### config.mk
export PLATFORM = sky130hd
export DESIGN_NAME = dp_latency_probe
export DESIGN_NICKNAME = d
export VERILOG_FILES = /design/src/rtl/dp_latency_probe.sv
export SDC_FILE = /design/constraint.sdc
export NUM_CORES = 1
export LEC_CHECK = 0
export ABC_AREA = 0
export CAP_MARGIN = 40
export CORE_MARGIN = 4
export CORE_UTILIZATION = 35
export CTS_CLUSTER_SIZE = 20
export DETAILED_ROUTE_END_ITERATION = 8
export GPL_ROUTABILITY_DRIVEN = 0
export SETUP_SLACK_MARGIN = 0.05
export SYNTH_ARGS = -nofsm -noshare
export SYNTH_HDL_FRONTEND = slang
export SYNTH_SLANG_ARGS = --single-unit
### constraint.sdc
create_clock -name clk -period 2.55 [get_ports clk]
set_clock_uncertainty 0.15 [all_clocks]
set_input_delay 0.255 -clock clk [delete_from_list [all_inputs] [get_ports clk]]
set_output_delay 0.255 -clock clk [all_outputs]
set_load 0.03 [all_outputs]
### src/rtl/dp_latency_probe.sv
// dp_latency_probe
// Measures the register latency of an external datapath chain. The probe
// holds the chain input steady long enough to flush it, records the settled
// output level as a baseline, toggles the input, and counts cycles until the
// output leaves the baseline. This repeats NUM_RUNS times with alternating
// step polarity. The probe then reports the min, max and last latency.
//
// Handshake: start is a one-cycle request that is accepted only in IDLE. A
// start seen in any other state is dropped, and no request is queued. busy is
// high from the cycle after acceptance through the DONE cycle. done is a
// one-cycle pulse in DONE, and all result outputs are valid during that pulse.
// The results then hold until the next start is accepted.
module dp_latency_probe #(
    parameter int FLUSH_CYCLES = 64,
    parameter int TIMEOUT      = 255,
    parameter int NUM_RUNS     = 4,
    localparam int CNT_W       = $clog2(TIMEOUT + 1)
) (
    input  logic             clk,
    input  logic             rst,
    input  logic             start,
    output logic             dp_in,
    input  logic             dp_out,
    output logic             busy,
    output logic             done,
    output logic             timeout,
    output logic             stable,
    output logic [CNT_W-1:0] lat_min,
    output logic [CNT_W-1:0] lat_max,
    output logic [CNT_W-1:0] lat_last,
    output logic [2:0]       dbg_state
);

    localparam int FCNT_W = (FLUSH_CYCLES > 1) ? $clog2(FLUSH_CYCLES) : 1;
    localparam int RUN_W  = $clog2(NUM_RUNS + 1);

    typedef enum logic [2:0] {
        S_IDLE    = 3'd0,
        S_FLUSH   = 3'd1,
        S_STEP    = 3'd2,
        S_MEASURE = 3'd3,
        S_DONE    = 3'd4
    } state_t;

    state_t             r_state;
    state_t             w_state_nxt;

    logic [FCNT_W-1:0]  r_fcnt;
    logic [CNT_W-1:0]   r_cnt;
    logic [RUN_W-1:0]   r_run;
    logic [CNT_W-1:0]   r_min;
    logic [CNT_W-1:0]   r_max;
    logic               r_base;
    logic               r_dp_in;
    logic               r_timeout;
    logic               r_stable;
    logic [CNT_W-1:0]   r_lat_min;
    logic [CNT_W-1:0]   r_lat_max;
    logic [CNT_W-1:0]   r_lat_last;

    logic               w_flush_last;
    logic               w_changed;
    logic               w_cnt_max;
    logic [RUN_W-1:0]   w_run_inc;
    logic               w_last_run;
    logic [CNT_W-1:0]   w_min_nxt;
    logic [CNT_W-1:0]   w_max_nxt;

    // The conditions that steer both the FSM and the datapath registers.
    // An inverting chain is handled naturally because the baseline is the
    // settled output level rather than the input level.
    always_comb begin
        w_flush_last = (r_fcnt == FCNT_W'(FLUSH_CYCLES - 1));
        w_changed    = (dp_out != r_base);
        w_cnt_max    = (r_cnt == CNT_W'(TIMEOUT));
        w_run_inc    = r_run + RUN_W'(1);
        w_last_run   = (w_run_inc == RUN_W'(NUM_RUNS));
        w_min_nxt    = (r_cnt < r_min) ? r_cnt : r_min;
        w_max_nxt    = (r_cnt > r_max) ? r_cnt : r_max;
    end

    // State register.
    always_ff @(posedge clk or posedge rst) begin
        if (rst) begin
            r_state <= S_IDLE;
        end else begin
            r_state <= w_state_nxt;
        end
    end

    // Next-state logic for the sequencer.
    always_comb begin
        w_state_nxt = r_state;
        case (r_state)
            S_IDLE: begin
                if (start) begin
                    w_state_nxt = S_FLUSH;
                end
            end
            S_FLUSH: begin
                if (w_flush_last) begin
                    w_state_nxt = S_STEP;
                end
            end
            S_STEP: begin
                w_state_nxt = S_MEASURE;
            end
            S_MEASURE: begin
                if (w_changed) begin
                    w_state_nxt = w_last_run ? S_DONE : S_FLUSH;
                end else if (w_cnt_max) begin
                    w_state_nxt = S_DONE;
                end
            end
            S_DONE: begin
                w_state_nxt = S_IDLE;
            end
            default: begin
                w_state_nxt = S_IDLE;
            end
        endcase
    end

    // Counters, baseline capture, input drive and result registers.
    // The published min/max/stable values are loaded on the edge that enters
    // DONE, so they are already valid while done is high.
    always_ff @(posedge clk or posedge rst) begin
        if (rst) begin
            r_fcnt     <= '0;
            r_cnt      <= '0;
            r_run      <= '0;
            r_min      <= '0;
            r_max      <= '0;
            r_base     <= 1'b0;
            r_dp_in    <= 1'b0;
            r_timeout  <= 1'b0;
            r_stable   <= 1'b0;
            r_lat_min  <= '0;
            r_lat_max  <= '0;
            r_lat_last <= '0;
        end else begin
            case (r_state)
                S_IDLE: begin
                    if (start) begin
                        r_timeout  <= 1'b0;
                        r_stable   <= 1'b0;
                        r_run      <= '0;
                        r_fcnt     <= '0;
                        r_min      <= '1;
                        r_max      <= '0;
                        r_lat_min  <= '0;
                        r_lat_max  <= '0;
                        r_lat_last <= '0;
                    end
                end
                S_FLUSH: begin
                    // Only the final-cycle sample becomes the baseline. Earlier
                    // toggles are the chain draining and are not an error.
                    if (w_flush_last) begin
                        r_base <= dp_out;
                        r_fcnt <= '0;
                    end else begin
                        r_fcnt <= r_fcnt + FCNT_W'(1);
                    end
                end
                S_STEP: begin
                    r_dp_in <= ~r_dp_in;
                    r_cnt   <= '0;
                end
                S_MEASURE: begin
                    if (w_changed) begin
                        r_lat_last <= r_cnt;
                        r_min      <= w_min_nxt;
                        r_max      <= w_max_nxt;
                        r_run      <= w_run_inc;
                        if (w_last_run) begin
                            r_lat_min <= w_min_nxt;
                            r_lat_max <= w_max_nxt;
                            r_stable  <= (w_min_nxt == w_max_nxt);
                        end
                    end else if (w_cnt_max) begin
                        // Abort. Publish only the runs that completed. With
                        // none completed, the internal min is still all-ones,
                        // so report zero instead.
                        r_timeout <= 1'b1;
                        r_stable  <= 1'b0;
                        if (r_run == '0) begin
                            r_lat_min <= '0;
                            r_lat_max <= '0;
                        end else begin
                            r_lat_min <= r_min;
                            r_lat_max <= r_max;
                        end
                    end else begin
                        // The w_cnt_max branch above catches TIMEOUT, so the
                        // counter saturates there and never wraps.
                        r_cnt <= r_cnt + CNT_W'(1);
                    end
                end
                default: begin
                end
            endcase
        end
    end

    assign dp_in     = r_dp_in;
    assign busy      = (r_state != S_IDLE);
    assign done      = (r_state == S_DONE);
    assign timeout   = r_timeout;
    assign stable    = r_stable;
    assign lat_min   = r_lat_min;
    assign lat_max   = r_lat_max;
    assign lat_last  = r_lat_last;
    assign dbg_state = r_state;

endmodule

==> impl_metrics.ini <==
[synthesis]
synth-main-ff-cell = dfrtp_1
synth_edf_count = 0
syn-num-nets = 360
postSynth.asyncResetShare_pct = 100.0
ys_types = 43
syn-mean-instance-area_um2 = 10.16
synthDominantAreaCellType = dfrtp_1
synth.area.top_cells = dfrtp_1, ha_1, a22o_1, o21ai_0, mux2i_1
yosysTopAreaCellShare_pct = 46.92
post_synth_design_cell_area_mm2 = 0.003413
number_of_standard_cells_after_synthesis = 336
synthesis.yosys.warnings = 0
yosysSeqAreaShare_pct = 46.92
synth_seq_cells = 64

[floorplan]
design.die.area_mm2 = 0.01140
initial_core_utilization_pct = 36.42
chipWidth_um = 106.8
core_mm2 = 0.009371
rows = 35
boundaryPins = 36
die_y_um = 106.8

[clock_tree]
cts_tree = yes
clkTransAtPathRegs_ps = 80
worstSkewPairLatency_ps = 350
numCtsBuffers = 9
clockRootBuffer = clkbuf_8
holdBufCountCts = 0
h_tree_level_count = 3
clock_path_buffers = 2
cts.sinks = 64

[final_layout]
layout_overhead_on_the_synthesized_area_pct = 36.03
fill_cell_total_of_the_finished_layout = 885
num_antenna_cells = 0
final_util_pct = 49.55
final_cell_count_no_fill = 551
post_route_cells_drive_above_1_share_pct = 23.22
layout.nets = 441

[global_routing]
grt_max_degree = 65
grt_antenna_before_repair = 0
grt.overflow.total = 0
first_global_vias = 2872
global_route_wire_length_before_repair_mm = 14.97
global_route.usage.total_pct = 16.90

[sta]
grt_setup_unrepaired = true
post-route-min-period_ps = 2583
fmax_ghz = 0.3871
fin_crit_sh_pct = 101.3
final.setup.worst_slack_ps = -33.19
hold_violations = 0
fin_hold_ws_ps = 129.3
timing.final.setup_violations = 1
slew-limit-headroom_pct = 61.47
finalMaxSlewViolations = 0
timing_worst_slew_pin_value_ps = 576.7

[power_and_ir_drop]
vdd_ir_drop_max_uv = 323.7
p_leak_nw = 2.064
power_density_mw_per_mm2 = 701.2

[detailed_routing]
dr.first_iter.drc_count = 113
drt-pass1-iter-count = 4
vias_per_cell = 5.183
detail_route.drc_violations = 0
avgRoutedWirePerCell_um = 16.66
wirelength_mm = 9.179
drtAntennaViolNets = 0
vias = 2856

[place]
hpwlAfterDp_mm = 6.448
dp_worst_setup_slack_ps = -46.55
io_buffers = 35
placed_cells_incl_taps = 525

[worst_setup_path]
setup.worst_path.class = reg2reg
worstPathMaxFanout = 8
worst_ep_arrival_time_ps = 2720
crit_path_end_kind = flip-flop
critical_path.startpoint_type = flip-flop
required_ps = 2680

[run_status]
status = finished, violations left
failed_checks = setup timing

[job]
cap_violations = 0

[min_path]
worst_hold_path_type = in2async
## kinds of logic (layout without fill, tap and decap cells)
family / Yosys count / count (layout) / synth area share [%]
simple gates: 91 / 91 / 12.46
compound gates: 90 / 90 / 18.29
flops: 64 / 64 / 46.92
buf+inv: 35 / 121 / 4.362
fa+ha+maj: 20 / 20 / 7.331
xor+xnor: 19 / 19 / 4.875
mux: 17 / 17 / 5.755
## placed cells by master (no fill, tap or decap), types with 8 or more instances in the layout
cell	count
clkbuf_8	10
xor2_1	16
dfrtp_1	62
inv_1	19
ha_1	18
mux2i_2	9
o21ai_0	29
clkdlybuf4s50_1	35
o22ai_1	8
nand3_1	13
a22oi_1	8
nor2_1	15
buf_4	42
nand2_1	34
a22o_1	19
## critical path, cell delays in order (launching register included)
cell and delay (ps):
dfrtp_1 430, buf_12 160, ha_1 310, nand2_1 70, nor2_1 40, a211oi_2 180
o21ai_2 100, buf_4 170, mux2i_4 200, xor2_1 150, nor4_1 310, a32o_2 240
## routing by layer
layer	vias up	global-route usage, %	wire, µm
met5	-	0	0
met4	0	6.301	222
met3	15	3.793	320
met2	58	24.91	4091
met1	1411	24.22	4545
li1	1372	-	-
## synth_stat cells (4+ instances only)
master    count
and2_1        4
nor3_1        4
o22ai_1       8
mux2i_1      14
a22o_1       19
xor2_1       16
dfrtp_1      64
o21ai_0      29
a21oi_1       5
inv_1        21
nand3_1      14
and3_1        6
o22a_1        6
nand4_1       5
ha_1         20
nor2_1       15
a22oi_1       8
clkbuf_1     10
nand2_1      34
## power breakdown
part / switching [W] / internal, W / leakage (nW)
logic: 0.000563 / 0.000503 / 1.12
clock network: 0.000417 / 0.000576 / 0.106
registers: 0.000107 / 0.00109 / 0.836
total: 0.00109 / 0.00217 / 2.06
## flip-flops by register name, indices dropped and copies added (netlist names), 3 cells and up
| register | cells |
|---|---|
| r_cnt | 8 |
| lat_min | 8 |
| r_fcnt | 6 |
| lat_last | 8 |
| r_run | 3 |
| lat_max | 8 |
| r_min | 8 |
| dbg_state | 3 |
| r_max | 8 |
## cell type report
| cell class | instances | area (µm²) | area share [%] |
|---|---|---|---|
| sequential | 64 | 1604 | 34.55 |
| inverter | 21 | 82.58 | 1.778 |
| timing repair inverter | 1 | 7.507 | 0.1617 |
| tap | 129 | 161.4 | 3.476 |
| clock inverter | 5 | 80.08 | 1.725 |
| multi-input combinational | 237 | 1807 | 38.91 |
| clock buffer | 11 | 141.4 | 3.045 |
| timing repair buffer | 83 | 759.5 | 16.36 |
## stage by stage
step / setup TNS (ps) / instance area, µm² / power (W)
detailed placement: -46.55 / 4193 / 0.002105
CTS: 0 / 4516 / 0.003216
global placement: 0 / 4193 / 0.002098
finish: -33.19 / 4643 / 0.003256
global route: -83.65 / 4643 / 0.003429
floorplan: 0 / 3413 / 0.001765
## worst paths after layout
check | from | end | slack (ps) | cells after the start
setup / recovery | r_cnt[6] | stable | -30 | 11
hold / removal | rst | r_fcnt[1] | 130 | 3
setup reg to reg | r_cnt[6] | stable | -30 | 11
hold reg to reg | lat_min[7] | lat_min[7] | 330 | 2
max in group asynchronous | rst | r_max[2] | 1840 | 3
min in group clk | lat_min[7] | lat_min[7] | 330 | 2
## what timing repair did
item | 4_1_cts | 5_1_grt
buffers inserted | 3 | 6
resized for setup | 18 | 17
endpoints found under the setup margin | 4 | 26
pin swaps | 1 | 4
cloned | 0 | 1
Power figures use the tool's default switching activity.
